### config.mk
export PLATFORM = sky130hd
export DESIGN_NAME = clk_display_mux
export DESIGN_NICKNAME = d
export VERILOG_FILES = /design/src/rtl/clk_display_mux.sv
export SDC_FILE = /design/constraint.sdc
export NUM_CORES = 1
export LEC_CHECK = 0
export ABC_AREA = 1
export CAP_MARGIN = 20
export CORE_ASPECT_RATIO = 2
export CORE_UTILIZATION = 30
export DETAILED_ROUTE_END_ITERATION = 12
export PLACE_DENSITY_LB_ADDON = 0.25
export SYNTH_ARGS = -nofsm -noshare
export SYNTH_HDL_FRONTEND = slang
export SYNTH_SLANG_ARGS = --single-unit
### constraint.sdc
create_clock -name clk -period 2.3 [get_ports clk]
set_input_delay 0.46 -clock clk [delete_from_list [all_inputs] [get_ports clk]]
set_output_delay 0.46 -clock clk [all_outputs]
set_load 0.02 [all_outputs]
### src/rtl/clk_display_mux.sv
// MM:SS renderer for a 4-digit multiplexed 7-segment display.
// Optional COLON_BLINK_EN: colon lit only on even, valid seconds.
module clk_display_mux #(
    parameter int REFRESH_DIV    = 50000,
    parameter bit SEG_ACTIVE_LOW = 1'b1,
    parameter bit DIG_ACTIVE_LOW = 1'b1
) (
    input  logic       clk,
    input  logic       reset,
    input  logic [5:0] seconds_in,
    input  logic [5:0] minutes_in,
    output logic [6:0] seg_out,
    output logic       dp_out,
    output logic [3:0] dig_en
);

    localparam int CW = (REFRESH_DIV > 1) ? $clog2(REFRESH_DIV) : 1;
    localparam logic [CW-1:0] CNT_MAX = CW'(REFRESH_DIV - 1);
    localparam logic [6:0] SEG_OFF = SEG_ACTIVE_LOW ? 7'h7F : 7'h00;
    localparam logic [3:0] DIG_OFF = DIG_ACTIVE_LOW ? 4'hF : 4'h0;
    localparam logic [6:0] SEG_DASH = 7'h40;

    typedef enum logic [1:0] {
        IDLE,
        LOAD,
        SUB,
        DONE
    } conv_state_t;

    typedef enum logic {
        SEL_SEC,
        SEL_MIN
    } sel_t;

    function automatic logic [6:0] seg7(input logic [3:0] v);
        logic [6:0] s;
        case (v)
            4'd0:    s = 7'h3F;
            4'd1:    s = 7'h06;
            4'd2:    s = 7'h5B;
            4'd3:    s = 7'h4F;
            4'd4:    s = 7'h66;
            4'd5:    s = 7'h6D;
            4'd6:    s = 7'h7D;
            4'd7:    s = 7'h07;
            4'd8:    s = 7'h7F;
            4'd9:    s = 7'h6F;
            default: s = 7'h00;
        endcase
        return s;
    endfunction

    logic [CW-1:0] refresh_cnt_q, refresh_cnt_d;
    logic [1:0]    digit_idx_q, digit_idx_d;
    logic [5:0]    sec_snap_q, sec_snap_d;
    logic [5:0]    min_snap_q, min_snap_d;

    conv_state_t   state_q, state_d;
    sel_t          sel_q, sel_d;
    logic [5:0]    work_q, work_d;
    logic [3:0]    tens_q, tens_d;
    logic [3:0]    sec_ones_t_q, sec_ones_t_d;
    logic [3:0]    sec_tens_t_q, sec_tens_t_d;
    logic [3:0]    min_ones_t_q, min_ones_t_d;
    logic [3:0]    min_tens_t_q, min_tens_t_d;

    logic [3:0]    bcd_sec_ones_q, bcd_sec_ones_d;
    logic [3:0]    bcd_sec_tens_q, bcd_sec_tens_d;
    logic [3:0]    bcd_min_ones_q, bcd_min_ones_d;
    logic [3:0]    bcd_min_tens_q, bcd_min_tens_d;
    logic          bcd_sec_bad_q, bcd_sec_bad_d;
    logic          bcd_min_bad_q, bcd_min_bad_d;
    logic          bcd_valid_q, bcd_valid_d;

    logic [3:0]    disp_sec_ones_q, disp_sec_ones_d;
    logic [3:0]    disp_sec_tens_q, disp_sec_tens_d;
    logic [3:0]    disp_min_ones_q, disp_min_ones_d;
    logic [3:0]    disp_min_tens_q, disp_min_tens_d;
    logic          disp_sec_bad_q, disp_sec_bad_d;
    logic          disp_min_bad_q, disp_min_bad_d;
    logic          disp_valid_q, disp_valid_d;

    logic [6:0]    seg_q, seg_d;
    logic          dp_q, dp_d;
    logic [3:0]    dig_q, dig_d;

    logic          cnt_wrap;
    logic          blank;
    logic          snap;
    logic          frame_load;
    logic [3:0]    digit_val;
    logic          pair_bad;
    logic          colon_on;
    logic [6:0]    seg_hi;
    logic [3:0]    dig_hi;
    logic          dp_hi;

    always_comb begin
        cnt_wrap      = (refresh_cnt_q == CNT_MAX);
        refresh_cnt_d = cnt_wrap ? '0 : refresh_cnt_q + 1'b1;
        digit_idx_d   = cnt_wrap ? digit_idx_q + 2'd1 : digit_idx_q;
        blank         = (refresh_cnt_q == '0);
        snap          = blank && (digit_idx_q == 2'd3);
        frame_load    = blank && (digit_idx_q == 2'd0);
        sec_snap_d    = snap ? seconds_in : sec_snap_q;
        min_snap_d    = snap ? minutes_in : min_snap_q;
    end

    always_comb begin
        state_d        = state_q;
        sel_d          = sel_q;
        work_d         = work_q;
        tens_d         = tens_q;
        sec_ones_t_d   = sec_ones_t_q;
        sec_tens_t_d   = sec_tens_t_q;
        min_ones_t_d   = min_ones_t_q;
        min_tens_t_d   = min_tens_t_q;
        bcd_sec_ones_d = bcd_sec_ones_q;
        bcd_sec_tens_d = bcd_sec_tens_q;
        bcd_min_ones_d = bcd_min_ones_q;
        bcd_min_tens_d = bcd_min_tens_q;
        bcd_sec_bad_d  = bcd_sec_bad_q;
        bcd_min_bad_d  = bcd_min_bad_q;
        bcd_valid_d    = bcd_valid_q;
        unique case (state_q)
            IDLE: begin
                if (snap) begin
                    state_d = LOAD;
                end
            end
            LOAD: begin
                work_d  = sec_snap_q;
                tens_d  = 4'd0;
                sel_d   = SEL_SEC;
                state_d = SUB;
            end
            SUB: begin
                if (work_q >= 6'd10) begin
                    work_d = work_q - 6'd10;
                    tens_d = tens_q + 4'd1;
                end else if (sel_q == SEL_SEC) begin
                    sec_ones_t_d = work_q[3:0];
                    sec_tens_t_d = tens_q;
                    work_d       = min_snap_q;
                    tens_d       = 4'd0;
                    sel_d        = SEL_MIN;
                end else begin
                    min_ones_t_d = work_q[3:0];
                    min_tens_t_d = tens_q;
                    state_d      = DONE;
                end
            end
            DONE: begin
                bcd_sec_ones_d = sec_ones_t_q;
                bcd_sec_tens_d = sec_tens_t_q;
                bcd_min_ones_d = min_ones_t_q;
                bcd_min_tens_d = min_tens_t_q;
                bcd_sec_bad_d  = (sec_snap_q > 6'd59);
                bcd_min_bad_d  = (min_snap_q > 6'd59);
                bcd_valid_d    = 1'b1;
                state_d        = IDLE;
            end
            default: state_d = IDLE;
        endcase
    end

    // Latching from the _d side also catches a conversion finishing this cycle.
    always_comb begin
        disp_sec_ones_d = frame_load ? bcd_sec_ones_d : disp_sec_ones_q;
        disp_sec_tens_d = frame_load ? bcd_sec_tens_d : disp_sec_tens_q;
        disp_min_ones_d = frame_load ? bcd_min_ones_d : disp_min_ones_q;
        disp_min_tens_d = frame_load ? bcd_min_tens_d : disp_min_tens_q;
        disp_sec_bad_d  = frame_load ? bcd_sec_bad_d  : disp_sec_bad_q;
        disp_min_bad_d  = frame_load ? bcd_min_bad_d  : disp_min_bad_q;
        disp_valid_d    = frame_load ? bcd_valid_d    : disp_valid_q;
    end

    always_comb begin
        digit_val = 4'd0;
        pair_bad  = 1'b0;
        unique case (digit_idx_q)
            2'd0: begin
                digit_val = disp_sec_ones_q;
                pair_bad  = disp_sec_bad_q;
            end
            2'd1: begin
                digit_val = disp_sec_tens_q;
                pair_bad  = disp_sec_bad_q;
            end
            2'd2: begin
                digit_val = disp_min_ones_q;
                pair_bad  = disp_min_bad_q;
            end
            2'd3: begin
                digit_val = disp_min_tens_q;
                pair_bad  = disp_min_bad_q;
            end
            default: begin
                digit_val = 4'd0;
                pair_bad  = 1'b0;
            end
        endcase
    end

`ifdef COLON_BLINK_EN
    // Units digit parity equals seconds parity, so it tracks the snapshot.
    always_comb begin
        colon_on = !disp_sec_ones_q[0] && !disp_sec_bad_q;
    end
`else
    always_comb begin
        colon_on = 1'b1;
    end
`endif

    always_comb begin
        seg_hi = 7'h00;
        dig_hi = 4'h0;
        dp_hi  = 1'b0;
        if (!blank) begin
            dig_hi = 4'b0001 << digit_idx_q;
            if (disp_valid_q) begin
                seg_hi = pair_bad ? SEG_DASH : seg7(digit_val);
                dp_hi  = (digit_idx_q == 2'd2) && colon_on;
            end
        end
        seg_d = SEG_ACTIVE_LOW ? ~seg_hi : seg_hi;
        dp_d  = SEG_ACTIVE_LOW ? ~dp_hi : dp_hi;
        dig_d = DIG_ACTIVE_LOW ? ~dig_hi : dig_hi;
    end

    always_ff @(posedge clk) begin
        if (reset) begin
            refresh_cnt_q   <= '0;
            digit_idx_q     <= 2'd0;
            sec_snap_q      <= 6'd0;
            min_snap_q      <= 6'd0;
            state_q         <= IDLE;
            sel_q           <= SEL_SEC;
            work_q          <= 6'd0;
            tens_q          <= 4'd0;
            sec_ones_t_q    <= 4'd0;
            sec_tens_t_q    <= 4'd0;
            min_ones_t_q    <= 4'd0;
            min_tens_t_q    <= 4'd0;
            bcd_sec_ones_q  <= 4'd0;
            bcd_sec_tens_q  <= 4'd0;
            bcd_min_ones_q  <= 4'd0;
            bcd_min_tens_q  <= 4'd0;
            bcd_sec_bad_q   <= 1'b0;
            bcd_min_bad_q   <= 1'b0;
            bcd_valid_q     <= 1'b0;
            disp_sec_ones_q <= 4'd0;
            disp_sec_tens_q <= 4'd0;
            disp_min_ones_q <= 4'd0;
            disp_min_tens_q <= 4'd0;
            disp_sec_bad_q  <= 1'b0;
            disp_min_bad_q  <= 1'b0;
            disp_valid_q    <= 1'b0;
            seg_q           <= SEG_OFF;
            dp_q            <= SEG_ACTIVE_LOW;
            dig_q           <= DIG_OFF;
        end else begin
            refresh_cnt_q   <= refresh_cnt_d;
            digit_idx_q     <= digit_idx_d;
            sec_snap_q      <= sec_snap_d;
            min_snap_q      <= min_snap_d;
            state_q         <= state_d;
            sel_q           <= sel_d;
            work_q          <= work_d;
            tens_q          <= tens_d;
            sec_ones_t_q    <= sec_ones_t_d;
            sec_tens_t_q    <= sec_tens_t_d;
            min_ones_t_q    <= min_ones_t_d;
            min_tens_t_q    <= min_tens_t_d;
            bcd_sec_ones_q  <= bcd_sec_ones_d;
            bcd_sec_tens_q  <= bcd_sec_tens_d;
            bcd_min_ones_q  <= bcd_min_ones_d;
            bcd_min_tens_q  <= bcd_min_tens_d;
            bcd_sec_bad_q   <= bcd_sec_bad_d;
            bcd_min_bad_q   <= bcd_min_bad_d;
            bcd_valid_q     <= bcd_valid_d;
            disp_sec_ones_q <= disp_sec_ones_d;
            disp_sec_tens_q <= disp_sec_tens_d;
            disp_min_ones_q <= disp_min_ones_d;
            disp_min_tens_q <= disp_min_tens_d;
            disp_sec_bad_q  <= disp_sec_bad_d;
            disp_min_bad_q  <= disp_min_bad_d;
            disp_valid_q    <= disp_valid_d;
            seg_q           <= seg_d;
            dp_q            <= dp_d;
            dig_q           <= dig_d;
        end
    end

    assign seg_out = seg_q;
    assign dp_out  = dp_q;
    assign dig_en  = dig_q;

endmodule

* Word-level counts from Yosys, hierarchy flattened *
Memories as Yosys holds them, arrays and structs flattened.
Index checks and enable logic that the tools add are counted.

word-level totals
  register bits after elaboration = 109
  latch bits = 0
  bits in writable memories = 0
  bits in read-only memories = 112
  bits of input ports = 14
  output and inout bits = 12
  logic and storage cells = 95
  memories kept = 1

memory list
  name              words  width  rd ports  clocked after memory_dff  wr ports  line  text
  (name not given)  16     7      1         0                         0         37    case (v)

operators by class
  add/subtract/negate cells = 4
  $mul = 0
  divide/modulo/power cells = 0
  $lt $le $gt $ge = 3
  equal/unequal tests = 11
  shift operators = 1
  multiplexer cells = 27
  bitwise gates (word level) = 5
  reductions and logical operators = 14

operator list
  operator                 number
  $mux W4                  7
  $mux W7                  3
  $add A16 B1 Y16 const B  1
  $eq A16 B16 Y1 const B   1
  $logic_not A16 Y1        1
  $pmux W4 S4              1
  $gt A6 B6 Y1 const B     2
  $mux W6                  2
  $pmux W6 S2              1
  $reduce_and A3 Y1        3
  $eq A2 B2 Y1 const B     4
  $pmux W2 S4              1
  $pmux W4 S2              1
  $not A7 Y7               1
  $ge A6 B4 Y1 const B     1
  $mux W1                  6
  $mux W2                  3
  $ne A2 B2 Y1 const B     3
  $reduce_or A2 Y1         3
  $sub A6 B4 Y6 const B    1
  $add A4 B1 Y4 const B    1
  $eq A2 B1 Y1 const B     2
  $logic_not A2 Y1         2
  $not A4 Y4               1
  8 further kinds          13

* Longest topological paths before layout *
  depth after elaboration = 7
  depth in mapped cells = 12
  depth with buffers taken out = 12

* Worst setup path before layout *
No wires, ideal clock.

  kind = flip-flop to flip-flop
  start point = register digit_idx_q[0]
  end point = register seg_q[3] (netlist: seg_out[3])
  setup time = 0.125 ns
  arrival time = 1.767 ns
  required time = 2.175 ns
  path slack = 0.408 ns
  stages on the path, launching flop included = 12
  path buffers = 0
  clock period less this slack = 1.892 ns
  cells stage by stage = dfxtp_1 -> inv_1 -> ha_1 -> inv_1 -> o21ai_0 -> nor2_1 -> nor2_1 -> inv_1 -> ha_1 -> nand3b_1 -> nand3_1 -> nand3_1

on the way
  cells in the longest elaborated chain, start to end = 7
  elaborated cells on any way between the ends = 13
  those cells by class = 3 x eq/ne; 5 x mux; 1 x bitwise; 3 x reduce/logical; 1 x memory

RTL lines
  element                                          line  text
  start, declared                                  54    logic [1:0] digit_idx_q, digit_idx_d;
  start signal, assigned                           265   digit_idx_q <= digit_idx_d;
  $eq A2 B2 Y1 (tied with other cells)             181   unique case (digit_idx_q)
  $pmux W4 S4 or $reduce_or A2 Y1 (tied branches)  n/a
  $mem_v2 Z16 W7 or $pmux W1 S2 (tied branches)    n/a
  $mux W7 *                                        223   seg_hi = pair_bad ? SEG_DASH : seg7(digit_val);
  $mux W7 *                                        222   if (disp_valid_q) begin
  $mux W7 *                                        220   if (!blank) begin
  $not A7 Y7 *                                     227   seg_d = SEG_ACTIVE_LOW ? ~seg_hi : seg_hi;
  end signal, assigned                             290   seg_q <= seg_d;
  end, declared                                    83    logic [6:0] seg_q, seg_d;

Every way passes the cells marked *; elsewhere a longest branch is shown, timed or not.
A chain may end at the register's enable or synchronous reset.

* Final worst setup path *
Same ends and word-level chain as after synthesis.

==> results.toml <==
[grt]
overflow = 0
groute.usage.overall_pct = 13.2
grt_pass1_wl_um = 18000
grt_pass1_vias = 3859
antenna_found_initial = 0
grt_start_max_net_pins = 39

[timing]
setup_viol = 0
slew_headroom_pct = 66.9
setup_tns_ps = 0
hold-worst-slack_ps = 444
worstMarginPinSlew_ps = 492
clock_skew_ps = 5.32
fmax_ghz = 0.505
rsz0062_at_grt = "no"
finalHoldViolCount = 0
timing.final.max_slew_violations = 0
fin_crit_sh_pct = 86.0
period_minus_slack_ps = 1980

[placed_design]
dp_hpwl_um = 7750
placement.io_buffers = 25
gp_congestion = 0.777

[final_layout]
final_cell_mix = "115 x nand2_1, 112 x inv_1, 109 x dfxtp_1, 71 x o21ai_0, 64 x a21oi_1"
layout_commonest_cell = "nand2_1"
multi_input_area_mm2 = 0.00221
seq_area_mm2 = 0.00218
nets = 724
fill_cells = 1794
drive_gt1_share_pct = 7.34
n_antenna_cell = 0
area_growth_pct = 15.1

[critical_path]
setup.worst_path.start_class = "flip-flop"
crit_fanout = 6
cp_slowest_cell = "dfxtp_1"
arrival_ps = 2210
crit_path_max_incr_delay_ps = 330
cp.required_ps = 2530
cp_common_cell = "inv_1"
path_cells = "inv_1 > ha_2 > inv_1 > o21ai_0 > nor2_1 > nor2_2 > inv_1 > ha_1 > nand3b_1 > nand3_1 > nand3_1"
crit_type = "reg -> reg"
worst-path-buf-inv = 3
cpLargestDelayFamily = "adder cells"
end_kind = "flip-flop"

[route]
detail_route.wirelength_um = 10100
ant_nets = 0
post_drt_wl_per_cell_um = 11.3
drt_iter0_drc = 125
viasPerCell = 4.45
remaining_drc_errors = 0
vias = 4005
dr.pass1.iters = 4

[clocking]
cts_buffers = 9
clock_path_buffers = 2
htreeDepth = 3
cts_root_buffer = "clkbuf_16"
clkSinkCount = 109
postCtsHoldBufs = 0
clk_pin_slew_ps = 70
cts_tree = "done"
insertion_delay_ps = 350

[pwr]
p_leak_nw = 2.32
power.density_mw_per_mm2 = 678
max-vdd-ir-drop_mv = 0.305

[floorplan]
die_h_um = 184
io_pins = 26
std_cell_rows = 66
die_area_mm2 = 0.0171
dieWidth_um = 93.1
start_util_pct = 30.6
core_area_mm2 = 0.0163

[logic_synthesis]
yosysTopAreaCell = "dfxtp_1"
synth_warnings = 0
syn_avg_cell_area_um2 = 7.40
synth_nets = 705
syn-cell-area_mm2 = 0.00498
ys_seq_area_share_pct = 43.9
synth_area_leaders = "dfxtp_1 44%, nand2_1 8.7%, inv_1 8.4%"
syn_inst = 672
ys_types = 35
synth_top_area_share_pct = 43.9
ys_ff_latch = 109

[job]
drv_cap = 0

[run_status]
status = "finished, final reports clean"

[hold_path]
worst_hold_path_type = "reg -> reg"
layout make-up:
| cell class | count | share of cell area [%] |
|---|---|---|
| inverters | 116 | 7.60 |
| clock buffers | 11 | 4.24 |
| clock inverters | 4 | 1.27 |
| multi-input cells | 421 | 38.6 |
| flip-flops and latches | 109 | 38.1 |
| well taps | 204 | 4.46 |
| repair buffers | 34 | 5.77 |
kinds of logic after synthesis:
group           Yosys count  share of synthesized area (%)
simple gates            249                           23.2
compound gates          148                           15.4
buf+inv                 142                           11.9
flops                   109                           43.9
fa+ha+maj                19                           4.78
xor+xnor                  5                          0.880
cell usage after synthesis, drive strengths merged:
library cell / instances
nor3b: 1
ha: 19
a21oi: 65
o211ai: 4
nand3: 37
or2: 3
xnor2: 2
nor2: 70
nand4: 8
clkbuf: 11
nand2: 119
nor3: 6
buf: 15
o21a: 3
nand3b: 5
dfxtp: 109
o21ai: 75
xor2: 3
a211oi: 1
inv: 116
per-layer routing:
metal	global-route usage [%]	share of wire [%]	wire (um)	vias up
li1	-	-	-	2153
met1	13.7	41	4120	1784
met2	25.4	55	5610	47
met3	1.77	1.5	149	21
met4	6.22	2.7	269	0
met5	0	0	0	-
worst reg2reg max path, delay by kind of cell, from the launching register on:
family,cells,cell delay [ps]
AOI/OAI and AO/OA,1,140
adders and majority gates,2,540
buffers and inverters,3,310
DFF,1,330
and+or+nand+nor,5,540
stage by stage:
step                power (mW)  setup WS (ps)  util, %  instance area (um2)  std cells
finish                    3.88            322     35.2                 5730        899
global route              4.06           77.3     35.2                 5730        899
CTS                       3.94            173     35.2                 5720        899
detailed placement        2.28            180     33.2                 5410        884
global placement          2.28            218     33.2                 5410        884
floorplan                 2.19            408        -                 4980        672
sequential cells by signal (all words and copies together), names as in the netlist, 6 cells and up:
register       count
work_q             6
sec_snap_q         6
min_snap_q         6
seg_out            7
refresh_cnt_q     16
worst paths after layout:
| check | startpoint | cells after the start | slack (ps) | endpoint |
|---|---|---|---|---|
| worst max-delay path | digit_idx_q[0]$_SDFFE_PP0P_ | 11 | 320 | seg_out[3]$_SDFF_PP1_ |
| worst min-delay path | sec_snap_q[0]$_SDFFE_PP0N_ | 2 | 440 | sec_snap_q[0]$_SDFFE_PP0N_ |
| worst max register to register | digit_idx_q[0]$_SDFFE_PP0P_ | 11 | 320 | seg_out[3]$_SDFF_PP1_ |
| worst min register to register | sec_snap_q[0]$_SDFFE_PP0N_ | 2 | 440 | sec_snap_q[0]$_SDFFE_PP0N_ |
timing repair:
action                                  4_1_cts  5_1_grt
endpoints found under the setup margin        0        1
resized for setup                             0        2
buffers inserted                              0        0
where the power goes:
part	internal [mW]	switching, mW	leakage (nW)
Sequential	1.93	0.0252	0.883
Clock	0.977	0.676	0.152
Combinational	0.108	0.163	1.28
Total	3.02	0.865	2.32
Note: power is estimated with default switching activity, not from simulation.
